$ cat src/rtl/boreal_extract_sequencer.sv
// boreal_extract_sequencer
// Frame sequencer in front of an 8-channel weighted feature extractor. Collects one
// complete in-order frame of channel-tagged samples, replays it to the extractor on
// consecutive cycles starting at channel 0, then captures the extractor's X/Y result
// with a one-cycle strobe. Out-of-order frames are dropped so the extractor's own
// channel counter always sees whole frames.
//
// Ports
//   clk_i           clock, all logic on the rising edge
//   rst_i           synchronous active-high reset (shared with the extractor)
//   enable_i        1 = accept frames, 0 = drop any partial frame and stop accepting
//   s_valid_i       upstream sample valid
//   s_ready_o       sequencer can accept a sample this cycle
//   s_ch_i          channel tag of s_data_i
//   s_data_i        signed sample
//   ext_valid_o     sample strobe to the extractor
//   ext_sample_o    sample to the extractor, holds when ext_valid_o is low
//   ext_feat_x_i    extractor X feature
//   ext_feat_y_i    extractor Y feature
//   feat_valid_o    one-cycle pulse, feat_x_o/feat_y_o updated this cycle
//   feat_x_o        captured X feature
//   feat_y_o        captured Y feature
//   frame_cnt_o     completed frames, wraps
//   sync_err_cnt_o  frames dropped for bad channel order, saturates
//   busy_o          replaying a frame or waiting for the result
module boreal_extract_sequencer #(
    parameter int unsigned NumCh = 8,
    parameter int unsigned ChW   = 3,
    parameter int unsigned DataW = 16,
    parameter int unsigned ErrW  = 8
) (
    input  logic                    clk_i,
    input  logic                    rst_i,
    input  logic                    enable_i,
    input  logic                    s_valid_i,
    output logic                    s_ready_o,
    input  logic [ChW-1:0]          s_ch_i,
    input  logic signed [DataW-1:0] s_data_i,
    output logic                    ext_valid_o,
    output logic signed [DataW-1:0] ext_sample_o,
    input  logic signed [DataW-1:0] ext_feat_x_i,
    input  logic signed [DataW-1:0] ext_feat_y_i,
    output logic                    feat_valid_o,
    output logic signed [DataW-1:0] feat_x_o,
    output logic signed [DataW-1:0] feat_y_o,
    output logic [15:0]             frame_cnt_o,
    output logic [ErrW-1:0]         sync_err_cnt_o,
    output logic                    busy_o
);

    localparam logic [1:0] StIdle = 2'd0;
    localparam logic [1:0] StFill = 2'd1;
    localparam logic [1:0] StPlay = 2'd2;
    localparam logic [1:0] StDone = 2'd3;

    localparam logic [ChW-1:0] LastCh = ChW'(NumCh - 1);

    logic [1:0]             state_q, state_d;
    logic [ChW-1:0]         exp_q, exp_d;
    logic [ChW-1:0]         k_q, k_d;
    logic [ChW-1:0]         k_next;
    logic                   ext_valid_q, ext_valid_d;
    logic signed [DataW-1:0] ext_sample_q, ext_sample_d;
    logic                   feat_valid_q, feat_valid_d;
    logic signed [DataW-1:0] feat_x_q, feat_x_d;
    logic signed [DataW-1:0] feat_y_q, feat_y_d;
    logic [15:0]            frame_cnt_q, frame_cnt_d;
    logic [ErrW-1:0]        err_q, err_d;
    logic                   err_inc;
    logic                   buf_we;
    logic                   accept;

    logic signed [DataW-1:0] buf_q [NumCh];

    assign s_ready_o = enable_i & ((state_q == StIdle) | (state_q == StFill));
    assign accept    = s_valid_i & s_ready_o;
    assign k_next    = k_q + 1'b1;

    always_comb begin
        state_d      = state_q;
        exp_d        = exp_q;
        k_d          = k_q;
        ext_valid_d  = 1'b0;
        ext_sample_d = ext_sample_q;
        feat_valid_d = 1'b0;
        feat_x_d     = feat_x_q;
        feat_y_d     = feat_y_q;
        frame_cnt_d  = frame_cnt_q;
        err_inc      = 1'b0;
        buf_we       = 1'b0;

        case (state_q)
            StIdle: begin
                // Stray mid-frame samples while idle are dropped without counting an error.
                if (accept && (s_ch_i == '0)) begin
                    buf_we  = 1'b1;
                    exp_d   = ChW'(1);
                    state_d = StFill;
                end
            end
            StFill: begin
                if (!enable_i) begin
                    state_d = StIdle;
                    exp_d   = '0;
                end else if (accept) begin
                    if (s_ch_i == exp_q) begin
                        buf_we = 1'b1;
                        if (exp_q == LastCh) begin
                            // Launch the replay on the same edge that stores the last
                            // sample; channel 0 is already in the buffer.
                            state_d      = StPlay;
                            exp_d        = '0;
                            k_d          = '0;
                            ext_valid_d  = 1'b1;
                            ext_sample_d = buf_q[0];
                        end else begin
                            exp_d = exp_q + 1'b1;
                        end
                    end else if (s_ch_i == '0) begin
                        // A new frame start inside a frame: restart on it.
                        buf_we  = 1'b1;
                        exp_d   = ChW'(1);
                        err_inc = 1'b1;
                    end else begin
                        state_d = StIdle;
                        exp_d   = '0;
                        err_inc = 1'b1;
                    end
                end
            end
            StPlay: begin
                // enable_i is ignored so the extractor always sees a whole frame.
                if (k_q == LastCh) begin
                    state_d = StDone;
                end else begin
                    k_d          = k_next;
                    ext_valid_d  = 1'b1;
                    ext_sample_d = buf_q[k_next];
                end
            end
            StDone: begin
                feat_x_d     = ext_feat_x_i;
                feat_y_d     = ext_feat_y_i;
                feat_valid_d = 1'b1;
                frame_cnt_d  = frame_cnt_q + 16'd1;
                state_d      = StIdle;
            end
            default: begin
                state_d = StIdle;
                exp_d   = '0;
            end
        endcase

        err_d = err_q;
        if (err_inc && (err_q != '1)) begin
            err_d = err_q + 1'b1;
        end
    end

    always_ff @(posedge clk_i) begin
        if (rst_i) begin
            state_q      <= StIdle;
            exp_q        <= '0;
            k_q          <= '0;
            ext_valid_q  <= 1'b0;
            ext_sample_q <= '0;
            feat_valid_q <= 1'b0;
            feat_x_q     <= '0;
            feat_y_q     <= '0;
            frame_cnt_q  <= '0;
            err_q        <= '0;
        end else begin
            state_q      <= state_d;
            exp_q        <= exp_d;
            k_q          <= k_d;
            ext_valid_q  <= ext_valid_d;
            ext_sample_q <= ext_sample_d;
            feat_valid_q <= feat_valid_d;
            feat_x_q     <= feat_x_d;
            feat_y_q     <= feat_y_d;
            frame_cnt_q  <= frame_cnt_d;
            err_q        <= err_d;
        end
    end

    // Frame buffer needs no reset: every slot is written before it is replayed.
    always_ff @(posedge clk_i) begin
        if (buf_we) begin
            buf_q[s_ch_i] <= s_data_i;
        end
    end

    assign ext_valid_o    = ext_valid_q;
    assign ext_sample_o   = ext_sample_q;
    assign feat_valid_o   = feat_valid_q;
    assign feat_x_o       = feat_x_q;
    assign feat_y_o       = feat_y_q;
    assign frame_cnt_o    = frame_cnt_q;
    assign sync_err_cnt_o = err_q;
    assign busy_o         = (state_q == StPlay) | (state_q == StDone);

endmodule

$ cat config.mk
export PLATFORM = sky130hd
export DESIGN_NAME = boreal_extract_sequencer
export DESIGN_NICKNAME = d
export VERILOG_FILES = /design/src/rtl/boreal_extract_sequencer.sv
export SDC_FILE = /design/constraint.sdc
export NUM_CORES = 1
export LEC_CHECK = 0
export CORE_MARGIN = 1.5
export CORE_UTILIZATION = 54
export CTS_CLUSTER_DIAMETER = 40
export DETAILED_ROUTE_END_ITERATION = 10
export GPL_TIMING_DRIVEN = 0
export PLACE_DENSITY = 0.86
export SKIP_CTS_REPAIR_TIMING = 1
export SLEW_MARGIN = 20
export SYNTH_ARGS = -nofsm -noshare
export SYNTH_HDL_FRONTEND = slang
export SYNTH_SLANG_ARGS = --single-unit
$ cat constraint.sdc
create_clock -name clk_i -period 4.5 [get_ports clk_i]
set_clock_uncertainty 0.15 [all_clocks]
set_input_delay 0.675 -clock clk_i [delete_from_list [all_inputs] [get_ports clk_i]]
set_output_delay 0.675 -clock clk_i [all_outputs]
set_load 0.03 [all_outputs]
==> qor_table.md, run 1 <==
| Step | Metric | This run |
|---|---|---|
| status | Outcome | finished clean |
| critical path | CP startpoint kind | register |
| synth | Primary FF master, synth | sky130_fd_sc_hd__edfxtp_1 |
| critical path | CP Max Fanout | 10 |
| pwr | Clock power share | 0.490 |
| grt | All-Layer GR Usage | 0.264 |
| pwr | Sequential cell fraction of total power | 0.473 |
| synth | Share of synthesized flip-flops with an asynchronous set or reset | 0 |
| drt | DR DRC count | 0 |
| placed design | PortBufs | 128 |
| placed design | Final Wtd Congestion | 0.830 |
| synth | Synthesized area per cell | 12.5 sq um |
| layout | Area grow syn2layout | 30.0% |
| die | Total die area | 17000 sq um |
| pwr | Combinational cell fraction of total power | 0.036 |
| cts | # clock sinks | 210 |
| placed design | Final HPWL DP | 14.8 mm |
| drt | Ratio of routed vias to standard cells | 5.96 |
| die | Boundary pin count | 131 |
| drt | Total number of vias | 6615 |
| timing | Final critical path time including I/O delays and setup | 4.00 ns |
| job | Max Cap Violations | 0 |
| timing | Final critical-path share of the clock period | 0.888 |
| cts | Number of buffers created by CTS | 28 |
| cts | H-tree depth reported by CTS | 1 |
| pwr | Internal Dissipation | 3.40 mW |
| grt | Total congestion overflow after global routing | 0 |
| pwr | Switching Fraction | 0.215 |
| layout | Final net count | 937 |
| timing | Setup violations, final | 0 |
| grt | Via count of the first global-routing pass | 6491 |
| layout | Filler Cells Inserted | 1066 |
| timing | Max-slew violation count | 0 |
| pwr | P_leak | 3.75 nW |
| layout | Cell area after layout | 11400 sq um |
| drt | DRC marker count from the first detailed-route iteration | 616 |
| critical path | Endpoint class of the critical path | output port |
| synth | Synth Register Bits | 210 |
| cts | Buffer depth of the longest clock path | 3 |
| synth | Cells after synthesis | 698 |
| die | Die H | 130 microns |
| cts | Clk_lat worst skew | 0.54 ns |
| timing | Relative slew margins | 0.420 |
| die | Die Span X | 130 microns |
| layout | Top library cells by usage in the layout, fill and taps aside | sky130_fd_sc_hd__edfxtp_1 (128), sky130_fd_sc_hd__clkdlybuf4s50_1 (128), sky130_fd_sc_hd__dfxtp_1 (82), sky130_fd_sc_hd__nor2_1 (56), sky130_fd_sc_hd__nor2b_1 (37) |
| layout | Number of inserted diodes | 0 |
| grt | Number of antenna violations at the first check in global routing | 0 |
| synth | Synthesized area | 8750 sq um |
| synth | Total number of yosys warnings | 0 |
| timing | RSZ-0062 raised after global routing | no |
| critical path | Data required time at the worst endpoint | 3.67 ns |
| min path | Hold/Removal Path Class | register to register |
| synth | Top cells by area, synth | sky130_fd_sc_hd__edfxtp_1 (44%), sky130_fd_sc_hd__dfxtp_1 (19%), sky130_fd_sc_hd__mux2_2 (4.2%) |
| critical path | Endpoint arrival time on the critical path | 3.17 ns |
| synth | Fraction of synthesized cell area taken by the top area cell type | 0.439 |
| synth | Number of nets in the synthesized netlist | 763 |
| synth | Largest area contributor in the netlist | sky130_fd_sc_hd__edfxtp_1 |
| die | Core ar. | 15900 sq um |
| critical path | Classification of the worst setup path | register to output port |
| pwr | Maximum resistive drop on vdd | 0.347 mV |
| drt | Routed WL per cell | 20.0 microns |
| grt | Global-route wire length before repair | 34.2 mm |
| timing | Final Hold Fails | 0 |
| drt | Number of nets still failing antenna checks after routing | 0 |
| placed design | Post-Place Cell Area | 10500 sq um |
| drt | Total iterations of the first detailed-routing run | 8 |
| synth | Post-synthesis sequential area ratio | 0.627 |
| layout | Share of post-route cells with drive strength above 1 | 0.139 |
| cts | CTS tree | yes |
| pwr | Psw | 931 uW |
| synth | Number of synthesized flops with an enable pin | 128 |
| pwr | Pwr Density | 381 nW/um^2 |
| layout | Utilization after layout | 0.717 |
| die | Initial cell density of the core | 0.551 |
| timing | Timing-limited maximum frequency | 250 MHz |
| synth | Count of different cell masters after synthesis | 55 |
| cts | Clock root buffer master | sky130_fd_sc_hd__clkbuf_16 |
| timing | Transition time at the pin with the least slew margin | 0.869 ns |
| grt | Pin count of the biggest net entering global routing | 15 |
| cts | Post-CTS clock slew at the launch and capture registers of the worst setup and hold paths | 0.06 ns |
| die | FP Rows | 46 |
| drt | Routed Wire Length | 22.2 mm |
==> layer usage <==
layer  track usage  wire length (microns)
met5             0                      0
met4         0.119                    797
met3        0.0562                   2310
met2         0.428                  10400
met1         0.344                   8670
==> final cells by class <==
class	instances	area (sq um)	area share
sequential	210	5490	0.482
multi-input combinational	438	3080	0.271
timing repair buffer	144	1410	0.124
clock buffer	36	772	0.0678
tap	216	270	0.0237
buffer	45	206	0.0181
clock inverter	16	143	0.0125
inverter	5	18.8	0.00165
==> registers in the layout (all words and copies together) (netlist names), named ones only <==
signal / count
buf_q: 128
ext_valid_o: 1
feat_valid_o: 1
k_q: 3
sync_err_cnt_o: 8
state_q: 1
exp_q: 3
ext_sample_o: 16
feat_y_o: 16
feat_x_o: 16
frame_cnt_o: 16
==> worst max-delay path: stages, from the launching register on <==
cell	delay, ns
sky130_fd_sc_hd__dfxtp_1	0.33
sky130_fd_sc_hd__inv_1	0.11
sky130_fd_sc_hd__ha_1	0.27
sky130_fd_sc_hd__clkbuf_1	0.50
sky130_fd_sc_hd__clkbuf_1	0.53
sky130_fd_sc_hd__or2_2	0.21
sky130_fd_sc_hd__clkdlybuf4s50_1	0.70
==> power groups by stage <==
stage / Sequential (mW) / Combinational (mW) / Clock (mW)
CTS: 2.05 / 0.156 / 2.15
finish: 2.05 / 0.157 / 2.12
floorplan: 2.10 / 0.0532 / 0
detailed placement: 2.09 / 0.154 / 0
global placement: 2.09 / 0.148 / 0
global route: 2.05 / 0.167 / 2.23
==> final timing paths <==
check / from / endpoint / slack, ns / depth (start not counted)
setup / recovery: state_q[0] / busy_o / 0.50 / 6
hold / removal: ext_sample_o[13] / ext_sample_o[13] / 0.32 / 1
setup reg to reg: register / buf_q[6][4] / 1.10 / 8
hold reg to reg: ext_sample_o[13] / ext_sample_o[13] / 0.32 / 1
==> synth_stat cells, types with 2 or more instances <==
cell                       number
sky130_fd_sc_hd__xor2_1         9
sky130_fd_sc_hd__or3_1          5
sky130_fd_sc_hd__nand2b_1       3
sky130_fd_sc_hd__and4_1         2
sky130_fd_sc_hd__nor4_2         2
sky130_fd_sc_hd__inv_1          5
sky130_fd_sc_hd__mux2i_1       34
sky130_fd_sc_hd__o31ai_1        8
sky130_fd_sc_hd__nor3b_1        2
sky130_fd_sc_hd__o21ai_0       24
sky130_fd_sc_hd__a211oi_1      32
sky130_fd_sc_hd__a311oi_1       2
sky130_fd_sc_hd__and2_1         2
sky130_fd_sc_hd__edfxtp_1     128
sky130_fd_sc_hd__dfxtp_1       82
sky130_fd_sc_hd__nor4b_1        3
sky130_fd_sc_hd__nor2_1        59
sky130_fd_sc_hd__a21oi_1       30
sky130_fd_sc_hd__nand4_1        7
sky130_fd_sc_hd__nor4_1         7
sky130_fd_sc_hd__o22ai_1       16
sky130_fd_sc_hd__nand3b_1       2
sky130_fd_sc_hd__or4_1          7
sky130_fd_sc_hd__nand2_1       23
sky130_fd_sc_hd__a311o_1        2
sky130_fd_sc_hd__buf_2         12
sky130_fd_sc_hd__nor3_1        22
sky130_fd_sc_hd__buf_6          3
sky130_fd_sc_hd__and3_1         5
sky130_fd_sc_hd__ha_1          10
sky130_fd_sc_hd__nand3_1       11
sky130_fd_sc_hd__clkbuf_1      22
sky130_fd_sc_hd__o211ai_1       2
sky130_fd_sc_hd__buf_1          8
sky130_fd_sc_hd__mux2_2        33
sky130_fd_sc_hd__xnor2_1        2
sky130_fd_sc_hd__xor2_2         3
sky130_fd_sc_hd__nor2b_1       37
sky130_fd_sc_hd__a32o_1        16
==> metrics by stage <==
step                      hold WS [ns]  worst slack (ns)  power, mW  TNS [ns]  std cells
after floorplan                  0.318             0.719       2.15         0        698
after detailed placement         0.305             0.854       2.25         0       1058
after global routing             0.338             0.403       4.44         0       1110
after global placement           0.306             -1.36       2.24    -65.29       1042
final                            0.318             0.503       4.33         0       1110
after CTS                        0.319             0.533       4.36         0       1110
==> cell families after synthesis <==
logic type	Yosys count	share of synthesized area
buf+inv	50	0.0257
simple gates	204	0.123
mux	67	0.0813
compound gates	143	0.112
flops	210	0.627
fa+ha+maj	10	0.0143
xor+xnor	14	0.0166
Note: power is estimated with default switching activity, not from simulation.
==> run 2, diff against run 1 <==
- CORE_MARGIN: 1.5 -> default
==> qor_table.md, run 2 (synthesis gave the netlist of run 1 again) <==
| Step | Metric | This run |
|---|---|---|
| status | Outcome | finished clean |
| drt | Routed Wire Length | 23.3 mm |
| drt | Ratio of routed vias to standard cells | 6.06 |
| placed design | Final HPWL DP | 15.1 mm |
| placed design | PortBufs | 128 |
| cts | Number of buffers created by CTS | 27 |
| layout | Register with the highest flop count | buf_q |
| timing | Setup violations, final | 0 |
| die | Core ar. | 15800 sq um |
| grt | Global-route wire length before repair | 35.2 mm |
| layout | Cell area after layout | 11400 sq um |
| die | Total die area | 16700 sq um |
| pwr | Pwr Density | 380 nW/um^2 |
| grt | Pin count of the biggest net entering global routing | 15 |
| layout | Final non-filler cell total | 1108 |
| grt | Number of antenna violations at the first check in global routing | 0 |
| critical path | CP Max Fanout | 10 |
| critical path | Data required time at the worst endpoint | 3.67 ns |
| cts | Post-CTS clock slew at the launch and capture registers of the worst setup and hold paths | 0.05 ns |
| timing | Max-slew violation count | 0 |
| pwr | Maximum resistive drop on vdd | 0.309 mV |
| die | Die Span X | 129 microns |
| die | FP Rows | 46 |
| drt | DR DRC count | 0 |
| layout | Filler Cells Inserted | 1046 |
| timing | Final total negative setup slack | 0 ns |
| cts | Clock root buffer master | sky130_fd_sc_hd__clkbuf_16 |
| timing | RSZ-0062 raised after global routing | no |
| grt | Total congestion overflow after global routing | 0 |
| critical path | CP startpoint kind | register |
| placed design | Post-Place Cell Area | 10500 sq um |
| die | Die H | 129 microns |
| drt | Total number of vias | 6718 |
| timing | Final critical-path share of the clock period | 0.885 |
| grt | Via count of the first global-routing pass | 6712 |
| layout | Top library cells by usage in the layout, fill and taps aside | sky130_fd_sc_hd__edfxtp_1 (128), sky130_fd_sc_hd__clkdlybuf4s50_1 (128), sky130_fd_sc_hd__dfxtp_1 (82), sky130_fd_sc_hd__nor2_1 (56), sky130_fd_sc_hd__nor2b_1 (37) |
| cts | Clk_lat worst skew | 0.53 ns |
| critical path | Endpoint arrival time on the critical path | 3.16 ns |
| critical path | Endpoint class of the critical path | output port |
| cts | # clock sinks | 210 |
| cts | Buffer depth of the longest clock path | 3 |
| layout | Number of inserted diodes | 0 |
| timing | Relative slew margins | 0.447 |
| timing | Worst path setup slack after routing | 0.517 ns |
| placed design | Final Wtd Congestion | 0.852 |
| job | Max Cap Violations | 0 |
| layout | Share of post-route cells with drive strength above 1 | 0.142 |
| timing | Worst Hold Margin | 0.322 ns |
| pwr | P_leak | 3.74 nW |
| timing | Final critical path time including I/O delays and setup | 3.98 ns |
| critical path | Classification of the worst setup path | register to output port |
| placed design | Count of placed standard cells including taps | 1058 |
| cts | CTS tree | yes |
| timing | Final Hold Fails | 0 |
| timing | Timing-limited maximum frequency | 251 MHz |
| drt | DRC marker count from the first detailed-route iteration | 647 |
| die | Boundary pin count | 131 |
| drt | Number of nets still failing antenna checks after routing | 0 |
| critical path | Worst R2R Setup Slack | 1.16 ns |
| drt | Routed WL per cell | 21.1 microns |
| cts | H-tree depth reported by CTS | 1 |
| layout | Area grow syn2layout | 29.8% |
| min path | Hold/Removal Path Class | register to register |
| layout | Utilization after layout | 0.718 |
| layout | Final net count | 936 |
| drt | Total iterations of the first detailed-routing run | 6 |
| layout | Max FFs per register | 128 |
| timing | Transition time at the pin with the least slew margin | 0.827 ns |
| grt | All-Layer GR Usage | 0.279 |
| die | Initial cell density of the core | 0.553 |
| pwr | Power Total | 4.32 mW |
| placed design | Pre-CTS setup slack | 0.920 ns |
[run 2: cell count changes in the layout (fill, tap and decap cells not counted), moves of 3 or more]
cell	change
sky130_fd_sc_hd__buf_6	+5
sky130_fd_sc_hd__clkbuf_1	-4
sky130_fd_sc_hd__buf_2	-3
sky130_fd_sc_hd__buf_8	-3
sky130_fd_sc_hd__clkinv_2	+3
[run 2: final timing paths]
kind | startpoint | end | cells after the start
worst max-delay path | state_q[0] | busy_o | 6
worst min-delay path | ext_sample_o[10] | ext_sample_o[10] | 1
worst max register to register | register | buf_q[6][6] | 8
worst min register to register | ext_sample_o[10] | ext_sample_o[10] | 1
[run 2: per-layer routing]
metal  track usage  wire length (microns)  up-vias  share of wire
met5             0                      0        -              0
met4         0.145                    879        0          0.038
met3        0.0570                   2120       84          0.091
met2         0.482                  11500      387           0.49
met1         0.331                   8820     3235           0.38
li1              -                      -     3012              -
[run 2: layout make-up]
cell class	instances	area, sq um	share of cell area
Buffer	45	206	0.0182
Clock buffer	28	679	0.0598
Clock inverter	22	209	0.0184
Inverter	5	18.8	0.00165
Multi-Input combinational cell	438	3080	0.271
Sequential cell	210	5490	0.483
Tap cell	216	270	0.0238
Timing Repair Buffer	144	1410	0.124
[run 2: critical path, cell delays in order (launching register included)]
cell and delay (ns):
sky130_fd_sc_hd__dfxtp_1 0.34, sky130_fd_sc_hd__inv_1 0.12, sky130_fd_sc_hd__ha_1 0.26, sky130_fd_sc_hd__clkbuf_1 0.47, sky130_fd_sc_hd__clkbuf_1 0.54, sky130_fd_sc_hd__or2_2 0.23, sky130_fd_sc_hd__clkdlybuf4s50_1 0.67
[run 2: power breakdown]
group          internal (mW)  switching (mW)
clock network           1.24           0.865
logic                 0.0707          0.0898
registers               2.05         0.00536
